`config.mk`:
```
export PLATFORM = sky130hd
export DESIGN_NAME = uart_frame_rx_flat
export DESIGN_NICKNAME = d
export VERILOG_FILES = /design/src/rtl/uart_pkg.sv /design/src/rtl/uart_frame_rx_if.sv /design/src/rtl/uart_frame_buf.sv /design/src/rtl/uart_frame_rx.sv /design/src/flat_wrapper.sv
export SDC_FILE = /design/constraint.sdc
export NUM_CORES = 1
export LEC_CHECK = 0
export CAP_MARGIN = 40
export CORE_ASPECT_RATIO = 1.1
export CORE_MARGIN = 10
export CORE_UTILIZATION = 36
export DETAILED_ROUTE_END_ITERATION = 8
export GPL_TIMING_DRIVEN = 1
export PLACE_DENSITY_LB_ADDON = 0.3
export SYNTH_ARGS = -nofsm -noshare
export SYNTH_HDL_FRONTEND = slang
export SYNTH_SLANG_ARGS = --single-unit
```
`constraint.sdc`:
```
create_clock -name i_clk -period 4.1 [get_ports i_clk]
set_input_delay 0.82 -clock i_clk [delete_from_list [all_inputs] [get_ports i_clk]]
set_output_delay 0.82 -clock i_clk [all_outputs]
set_load 0.02 [all_outputs]
```
`src/rtl/uart_pkg.sv`:
```
// uart_pkg: shared framing constants, FSM state encoding and sizing helper for the frame receiver.
package uart_pkg;
   localparam logic [7:0] SOF = 8'hA5;
   localparam int DEF_MAX_LEN = 16;
   typedef enum logic [2:0] {S_IDLE, S_LEN, S_PAYLOAD, S_CSUM, S_DRAIN} state_e;
   function automatic int addr_w(int n);
      return (n > 1) ? $clog2(n) : 1;
   endfunction
endpackage

```
`src/rtl/uart_frame_rx_if.sv`:
```
// uart_frame_rx_if: byte-strobe input, valid/ready payload output and error pulses of the frame receiver.
interface uart_frame_rx_if;
   logic       i_rx_valid;
   logic [7:0] i_rx_byte;
   logic       o_valid;
   logic [7:0] o_data;
   logic       o_last;
   logic       i_ready;
   logic       o_busy;
   logic       o_csum_err;
   logic       o_len_err;
   logic       o_timeout;
   logic       o_overrun;
   modport slave (
      input  i_rx_valid, i_rx_byte, i_ready,
      output o_valid, o_data, o_last, o_busy, o_csum_err, o_len_err, o_timeout, o_overrun
   );
   modport master (
      output i_rx_valid, i_rx_byte, i_ready,
      input  o_valid, o_data, o_last, o_busy, o_csum_err, o_len_err, o_timeout, o_overrun
   );
endinterface

```
`src/rtl/uart_frame_buf.sv`:
```
// uart_frame_buf: payload register file, one synchronous write port and one combinational read port.
module uart_frame_buf #(
   parameter int Depth = 16,
   parameter int AW = 4
) (
   input  logic          i_clk,
   input  logic          i_we,
   input  logic [AW-1:0] i_waddr,
   input  logic [7:0]    i_wdata,
   input  logic [AW-1:0] i_raddr,
   output logic [7:0]    o_rdata
);
   logic [7:0] mem_q [Depth];
   always_ff @(posedge i_clk) if (i_we) mem_q[i_waddr] <= i_wdata;
   assign o_rdata = mem_q[i_raddr];
endmodule

```
`src/rtl/uart_frame_rx.sv`:
```
// uart_frame_rx: parses SOF/LEN/payload/CSUM frames from a byte strobe and replays verified payloads over valid/ready.
module uart_frame_rx
   import uart_pkg::*;
#(
   parameter int ClkFreq = 10_000_000,
   parameter int BaudRate = 115200,
   parameter int MaxLen = DEF_MAX_LEN,
   parameter int TimeoutCycles = 10 * ClkFreq / BaudRate * 10
) (
   input logic            i_clk,
   input logic            i_rst_n,
   uart_frame_rx_if.slave bus
);
   localparam int AW = addr_w(MaxLen);
   localparam int TW = $clog2(TimeoutCycles + 1);
   state_e        state_q, state_d;
   logic [AW-1:0] len_m1_q, len_m1_d, idx_q, idx_d, rd_q, rd_d, rd_addr;
   logic [7:0]    sum_q, sum_d, data_q, data_d, rd_data;
   logic [TW-1:0] tmo_q, tmo_d;
   logic          valid_q, valid_d, last_q, last_d, we, timed;
   logic          csum_err_q, csum_err_d, len_err_q, len_err_d;
   logic          timeout_q, timeout_d, overrun_q, overrun_d;
   uart_frame_buf #(.Depth(MaxLen), .AW(AW)) u_buf (
      .i_clk(i_clk), .i_we(we), .i_waddr(idx_q), .i_wdata(bus.i_rx_byte),
      .i_raddr(rd_addr), .o_rdata(rd_data)
   );
   assign timed = (state_q == S_LEN) || (state_q == S_PAYLOAD) || (state_q == S_CSUM);
   assign rd_addr = (state_q == S_CSUM) ? '0 : rd_q + AW'(1);
   always_comb begin
      state_d = state_q;
      len_m1_d = len_m1_q;
      idx_d = idx_q;
      rd_d = rd_q;
      sum_d = sum_q;
      valid_d = valid_q;
      data_d = data_q;
      last_d = last_q;
      we = 1'b0;
      csum_err_d = 1'b0;
      len_err_d = 1'b0;
      timeout_d = 1'b0;
      overrun_d = 1'b0;
      tmo_d = (timed && !bus.i_rx_valid) ? tmo_q + TW'(1) : '0;
      case (state_q)
         S_IDLE: if (bus.i_rx_valid && bus.i_rx_byte == SOF) state_d = S_LEN;
         S_LEN: if (bus.i_rx_valid) begin
            if (bus.i_rx_byte == 8'd0 || int'(bus.i_rx_byte) > MaxLen) begin
               len_err_d = 1'b1;
               state_d = S_IDLE;
            end else begin
               len_m1_d = AW'(bus.i_rx_byte - 8'd1);
               sum_d = bus.i_rx_byte;
               idx_d = '0;
               state_d = S_PAYLOAD;
            end
         end
         S_PAYLOAD: if (bus.i_rx_valid) begin
            we = 1'b1;
            sum_d = sum_q + bus.i_rx_byte;
            idx_d = idx_q + AW'(1);
            state_d = (idx_q == len_m1_q) ? S_CSUM : S_PAYLOAD;
         end
         S_CSUM: if (bus.i_rx_valid) begin
            if ((sum_q + bus.i_rx_byte) == 8'd0) begin
               state_d = S_DRAIN;
               valid_d = 1'b1;
               rd_d = '0;
               data_d = rd_data;
               last_d = (len_m1_q == '0);
            end else begin
               csum_err_d = 1'b1;
               state_d = S_IDLE;
            end
         end
         S_DRAIN: begin
            // Bytes arriving while the payload drains cannot be buffered, so they are flagged and dropped.
            overrun_d = bus.i_rx_valid;
            if (valid_q && bus.i_ready) begin
               if (last_q) begin
                  valid_d = 1'b0;
                  last_d = 1'b0;
                  state_d = S_IDLE;
               end else begin
                  rd_d = rd_q + AW'(1);
                  data_d = rd_data;
                  last_d = ((rd_q + AW'(1)) == len_m1_q);
               end
            end
         end
         default: state_d = S_IDLE;
      endcase
      if (timed && !bus.i_rx_valid && tmo_q == TW'(TimeoutCycles - 1)) begin
         timeout_d = 1'b1;
         state_d = S_IDLE;
      end
   end
   always_ff @(posedge i_clk or negedge i_rst_n) begin
      if (!i_rst_n) begin
         state_q <= S_IDLE;
         len_m1_q <= '0;
         idx_q <= '0;
         rd_q <= '0;
         sum_q <= '0;
         tmo_q <= '0;
         valid_q <= 1'b0;
         data_q <= '0;
         last_q <= 1'b0;
         csum_err_q <= 1'b0;
         len_err_q <= 1'b0;
         timeout_q <= 1'b0;
         overrun_q <= 1'b0;
      end else begin
         state_q <= state_d;
         len_m1_q <= len_m1_d;
         idx_q <= idx_d;
         rd_q <= rd_d;
         sum_q <= sum_d;
         tmo_q <= tmo_d;
         valid_q <= valid_d;
         data_q <= data_d;
         last_q <= last_d;
         csum_err_q <= csum_err_d;
         len_err_q <= len_err_d;
         timeout_q <= timeout_d;
         overrun_q <= overrun_d;
      end
   end
   assign bus.o_valid = valid_q;
   assign bus.o_data = data_q;
   assign bus.o_last = last_q;
   assign bus.o_busy = (state_q != S_IDLE);
   assign bus.o_csum_err = csum_err_q;
   assign bus.o_len_err = len_err_q;
   assign bus.o_timeout = timeout_q;
   assign bus.o_overrun = overrun_q;
endmodule

```
`src/flat_wrapper.sv`:
```
// flat-port wrapper written by rule: the top's interface ports become plain ports
module uart_frame_rx_flat import uart_pkg::*;
#(
   parameter int ClkFreq = 10_000_000,
   parameter int BaudRate = 115200,
   parameter int MaxLen = DEF_MAX_LEN,
   parameter int TimeoutCycles = 10 * ClkFreq / BaudRate * 10
)
  (i_clk, i_rst_n, bus_i_rx_valid, bus_i_rx_byte, bus_i_ready, bus_o_valid, bus_o_data, bus_o_last, bus_o_busy, bus_o_csum_err, bus_o_len_err, bus_o_timeout, bus_o_overrun);
  uart_frame_rx_if bus_i ();
  input logic i_clk;
  input logic i_rst_n;
  input wire logic [$bits(bus_i.i_rx_valid)-1:0] bus_i_rx_valid;
  input wire logic [$bits(bus_i.i_rx_byte)-1:0] bus_i_rx_byte;
  input wire logic [$bits(bus_i.i_ready)-1:0] bus_i_ready;
  output wire logic [$bits(bus_i.o_valid)-1:0] bus_o_valid;
  output wire logic [$bits(bus_i.o_data)-1:0] bus_o_data;
  output wire logic [$bits(bus_i.o_last)-1:0] bus_o_last;
  output wire logic [$bits(bus_i.o_busy)-1:0] bus_o_busy;
  output wire logic [$bits(bus_i.o_csum_err)-1:0] bus_o_csum_err;
  output wire logic [$bits(bus_i.o_len_err)-1:0] bus_o_len_err;
  output wire logic [$bits(bus_i.o_timeout)-1:0] bus_o_timeout;
  output wire logic [$bits(bus_i.o_overrun)-1:0] bus_o_overrun;
  assign bus_i.i_rx_valid = bus_i_rx_valid;
  assign bus_i.i_rx_byte = bus_i_rx_byte;
  assign bus_i.i_ready = bus_i_ready;
  assign bus_o_valid = bus_i.o_valid;
  assign bus_o_data = bus_i.o_data;
  assign bus_o_last = bus_i.o_last;
  assign bus_o_busy = bus_i.o_busy;
  assign bus_o_csum_err = bus_i.o_csum_err;
  assign bus_o_len_err = bus_i.o_len_err;
  assign bus_o_timeout = bus_i.o_timeout;
  assign bus_o_overrun = bus_i.o_overrun;
  uart_frame_rx #(.ClkFreq(ClkFreq), .BaudRate(BaudRate), .MaxLen(MaxLen), .TimeoutCycles(TimeoutCycles)) u_core (.i_clk(i_clk), .i_rst_n(i_rst_n), .bus(bus_i));
endmodule
```
Word-level counts from Yosys, hierarchy flattened

Memories as Yosys holds them, arrays and structs flattened.
Index checks and enable logic that the tools add are counted.
W data, S select, Z words.

Bits in registers: 51
Memory bits (writable): 128
Word-level logic and storage cells: 117
Memories kept: 1
Output and inout port bits: 15

Mux-type cells: 53
Equal/unequal tests: 22
$add $sub $neg: 5
$lt $le $gt $ge: 1
Reduce and logical (&&, ||, !) cells: 21
Bitwise gates (word level): 1

Memory list:

| name               | depth | bits a word | rd ports | clocked after Yosys merged registers in | write ports | line                 | text |
|---|---|---|---|---|---|---|---|
| u_core.u_buf.mem_q | 16    | 8           | 1        | 0                                       | 1           | uart_frame_buf.sv:13 | `logic [7:0] mem_q [Depth];` |

Operators with widths:

| operator                | count |
|---|---|
| $mux W8                 | 7 |
| $mux W4                 | 8 |
| $pmux W8 S2             | 2 |
| $mux W3                 | 8 |
| $mux W1                 | 21 |
| $logic_not A8 Y1        | 2 |
| $pmux W4 S2             | 2 |
| $pmux W3 S5             | 1 |
| $add A14 B1 Y14 const B | 1 |
| $eq A14 B14 Y1 const B  | 1 |
| $mux W14                | 1 |
| $ne A2 B2 Y1 const B    | 6 |
| $reduce_and A5 Y1       | 2 |
| $ne A3 B1 Y1 const B    | 3 |
| $ne A3 B3 Y1 const B    | 3 |
| $add A4 B1 Y4 const B   | 2 |
| $add A8 B8 Y8           | 1 |
| $eq A4 B4 Y1            | 2 |
| $eq A8 B8 Y1 const B    | 1 |
| $gt A8 B5 Y1 const B    | 1 |
| $reduce_and A4 Y1       | 2 |
| $eq A3 B2 Y1 const B    | 2 |
| $reduce_and A6 Y1       | 1 |
| $logic_and A1 B1 Y1     | 4 |
| 14 further kinds        | 19 |

Longest topological paths before layout

Depth after elaboration: 7
Gate-level depth with buffers: 11
Mapped depth without buffers: 10

Cells and area by module

From an unflattened synthesis, not the netlist that was laid out.

Cells, all modules: 513
Area total of the unflattened synthesis: 7841.3 um^2

Modules (own cells, without submodules):

| module         | area an instance (um^2) | cells an instance | instances |
|---|---|---|---|
| uart_frame_buf | 4987.3                  | 221               | 1 |
| uart_frame_rx  | 2854.0                  | 292               | 1 |

Worst setup path after synthesis

Ideal clock, no wire load.

Path kind: input to register
From: input port bus_i_rx_byte[0]
To: register u_core.data_q[1] (netlist: u_core.bus.o_data[1])
Cell stages on the path: 11
Arrival: 2.982 ns
Slack: 0.994 ns
Library setup time: 0.125 ns
Path through: ha_1 inv_1 fa_1 nand2b_1 a21oi_1 nor4_1 a311oi_2 nand4_2 a21oi_2 buf_6 mux2_2

Longest elaborated chain between the ends: 4

Ends and longest elaborated chain:

| element                            | line                 | text |
|---|---|---|
| start, declared                    | flat_wrapper.sv:14   | `input wire logic [$bits(bus_i.i_rx_byte)-1:0] bus_i_rx_byte;` |
| $add A8 B8 Y8                      | uart_frame_rx.sv:64  | `if ((sum_q + bus.i_rx_byte) == 8'd0) begin` |
| $logic_not A8 Y1                   | uart_frame_rx.sv:64  |  |
| $ne A2 B2 Y1 (no source line)      | n/a                  |  |
| $reduce_and A5 Y1 (no source line) | n/a                  |  |
| end signal, assigned               | uart_frame_rx.sv:120 | `data_q <= data_d;` |
| end, declared                      | uart_frame_rx.sv:18  | `logic [7:0] sum_q, sum_d, data_q, data_d, rd_data;` |

No other way between the ends.
A chain may end at the register's enable or synchronous reset.

Final worst setup path

From: input port bus_i_rx_byte[0]
To: register u_core.data_q[3] (netlist: u_core.bus.o_data[3])

The elaborated chain is that of the path after synthesis.

==> impl_metrics.json <==
{
  "max_slew_margin_pct": 45.9,
  "avgSynthCellArea_um2": 13.7,
  "ant_nets": 0,
  "outcome": "finished, final reports clean",
  "r2r_cells": 11,
  "die_y_um": 177,
  "cp_data_required_time_ps": 4420,
  "numClockSinks": 179,
  "fin_skew_ps": 12.2,
  "first_pass_iters": 5,
  "grtUsageTotal_pct": 13.1,
  "drive_above_1_share_pct": 14.9,
  "cts_setup_buffers": 0,
  "dp_hpwl_um": 12300,
  "grt_pass1_vias": 4955,
  "stdcell_area_um2": 9280,
  "clk_pin_slew_worst_paths_ps": 70,
  "multi_input_area_um2": 2720,
  "num_rows": 57,
  "synth_edf_count": 128,
  "die_w_um": 163,
  "critPathTopFamily": "buffers and inverters",
  "clkLatencyLatePin_ps": 430,
  "ir_drop_mv": 0.292,
  "crit_arrival_ps": 3820,
  "rsz0062_at_grt": "no",
  "syn_nets": 617,
  "synth-seq-area-share_pct": 63.4,
  "cts-root-buf": "clkbuf_16",
  "cp_max_fo": 11,
  "crit_buf_inv": 3,
  "finalCritPeriodShare_pct": 85.3,
  "fin_ws_ps": 601,
  "power_density_nw_per_um2": 622,
  "overflow": 0,
  "syn-cell-area_um2": 8070,
  "layout.nets": 660,
  "core_um2": 22100,
  "utilization_pct": 42.0,
  "initial_core_util_pct": 36.5,
  "fin_tns_setup_ps": 0,
  "slew_viol_final": 0,
  "cts_tree": "built",
  "syn2layout_area_growth_pct": 14.9,
  "post-place-ws_ps": 140,
  "crit_type": "primary input to flop",
  "h-tree-depth": 4,
  "routed_wirelength_um": 18300,
  "max_freq_mhz": 286,
  "hold_violations": 0,
  "dr_total_vias": 4882,
  "grt_max_degree": 31,
  "ctsLongestPathBuffers": 2,
  "num_io_pins": 27,
  "max_cap_violations": 0,
  "hold_buffers": 0,
  "cts_inserted_buffers": 17,
  "antenna_found_initial": 0,
  "end_kind": "flop",
  "drc": 0,
  "yosys_warnings": 0,
  "finalSetupViolCount": 0,
  "port_buffers": 26,
  "nFillCells": 2039,
  "ys.flop_type": "edfxtp_1",
  "cellLeakagePower_nw": 3.31,
  "dieArea_um2": 28800,
  "post_cts_resized": 0,
  "critPathLaunchType": "primary input",
  "worstMarginPinSlew_ps": 809,
  "grt_pass1_wl_um": 28700,
  "area.sequential_um2": 5120,
  "layout_min_cycle_time_ps": 3500,
  "holdWs_ps": 359,
  "diodes": 0,
  "async_flop_share_pct": 28.5,
  "crit_cells": 12,
  "syn_inst": 589,
  "ys_ff_latch": 179,
  "crit_path_top_delay_cell": "clkdlybuf4s50_1",
  "path_cells": "clkdlybuf4s50_1 > ha_1 > inv_1 > fa_1 > nand2b_1 > a21oi_1 > nor4_1 > a311oi_2 > nand4_2 > a21oi_2 > buf_4 > mux2_2",
  "slowest_delay_ps": 490,
  "place_area_um2": 8700,
  "wl_per_cell_um": 19.4,
  "hold_path.class": "primary input to async pin",
  "synth_cell_types": 61,
  "gp_congestion": 0.816,
  "viasPerCell": 5.19,
  "dr.first_iter.drc_count": 372
}
-- cells by family (layout without fill, tap and decap cells) --
group / count (synthesis) / in the layout / synth area share, %
flip-flops: 179 / 179 / 63.4
AO/OA/AOI/OAI: 101 / 101 / 8.54
AND/OR/NAND/NOR: 185 / 185 / 11.7
XOR/XNOR: 31 / 31 / 3.36
buffers and inverters: 42 / 98 / 2.88
multiplexers: 35 / 35 / 7.46
adder cells (fa/ha/maj): 16 / 16 / 2.57
-- layer usage --
metal	GRT usage, %	vias up	wire length (µm)	part of all wire [%]
met3	2.40	18	815	4.5
met5	0	-	0	0
li1	-	2304	-	-
met4	4.47	0	342	1.9
met2	21.4	120	9180	50
met1	17.1	2440	7940	43
-- layout make-up --
| type | count | area share [%] |
|---|---|---|
| Clock buffer | 18 | 4.63 |
| Timing Repair Buffer | 50 | 4.69 |
| Sequential cell | 179 | 55.2 |
| Multi-Input combinational cell | 368 | 29.3 |
| Clock inverter | 14 | 1.54 |
| Inverter | 16 | 0.674 |
| Tap cell | 295 | 3.98 |
-- worst paths after layout --
path	endpoint	startpoint	slack (ps)
min in group i_clk	u_core.tmo_q[0]	u_core.tmo_q[0]	470
min	u_core.tmo_q[1]	i_rst_n	360
min reg2reg	u_core.tmo_q[0]	u_core.tmo_q[0]	470
max in group asynchronous	u_core.rd_q[0]	i_rst_n	2950
max	u_core.bus.o_data[3]	bus_i_rx_byte[0]	600
max reg2reg	u_core.bus.o_data[3]	u_core.sum_q[0]	1140
-- placed cells by master, fill, tap and decap left out, types with 13 or more instances in the layout --
master and count:
a211oi_1 13, o22ai_1 13, a21oi_1 13, nor2_1 42
xor2_1 20, o21ai_0 20, nand2_1 55, mux2_2 13
dfrtp_1 51, nor2b_1 19, edfxtp_1 128, clkbuf_16 17
clkdlybuf4s50_1 25, ha_1 15, inv_1 15, buf_4 24
-- cell usage after synthesis, drive strengths merged, types with 7 or more instances --
library cell	n	share of area (%)
mux4	16	4.7
a21oi	14	0.91
xor2	20	2.2
buf	16	1.6
clkbuf	10	0.47
nand2b	7	0.54
o21ai	25	1.6
nor2	43	2.0
and2	8	0.62
or3	11	0.85
nand2	56	2.7
nor2b	20	1.6
ha	15	2.3
a311o	8	0.99
a211oi	17	1.8
xnor2	11	1.2
edfxtp	128	48
inv	16	0.78
a31oi	9	0.70
nand3	9	0.56
o211ai	8	0.74
mux2	17	2.5
dfrtp	51	16
o22ai	13	1.0
nand4	7	0.62
nor3	7	0.43
-- power by group --
group          internal, mW  switching, mW  total (mW)
logic                 0.829           1.11        1.94
registers              2.10          0.172        2.27
clock network         0.806          0.751        1.56
-- worst register-to-register path: stages, from the launching register on --
cell and delay (ps):
dfrtp_1 350, ha_1 180, inv_1 60, fa_1 390, nand2b_1 180, a21oi_1 230, nor4_1 90, a311oi_2 320
nand4_2 260, a21oi_2 190, buf_4 220, mux2_2 370
-- registers in the layout, summed over array words and instances, names as in the netlist, 3 cells and up --
| name | count |
|---|---|
| u_core.u_buf.mem_q | 128 |
| u_core.tmo_q | 14 |
| u_core.bus.o_data | 8 |
| u_core.sum_q | 8 |
| u_core.idx_q | 4 |
| u_core.len_m1_q | 4 |
| u_core.rd_q | 4 |
| u_core.state_q | 3 |
-- per-stage QoR --
| step | total power [mW] | instances |
|---|---|---|
| after floorplan | 3.68 | 589 |
| after global placement | 4.21 | 908 |
| after detailed placement | 4.25 | 908 |
| after CTS | 5.81 | 940 |
| after global routing | 6.09 | 940 |
| final | 5.77 | 940 |
Power figures use the tool's default switching activity.
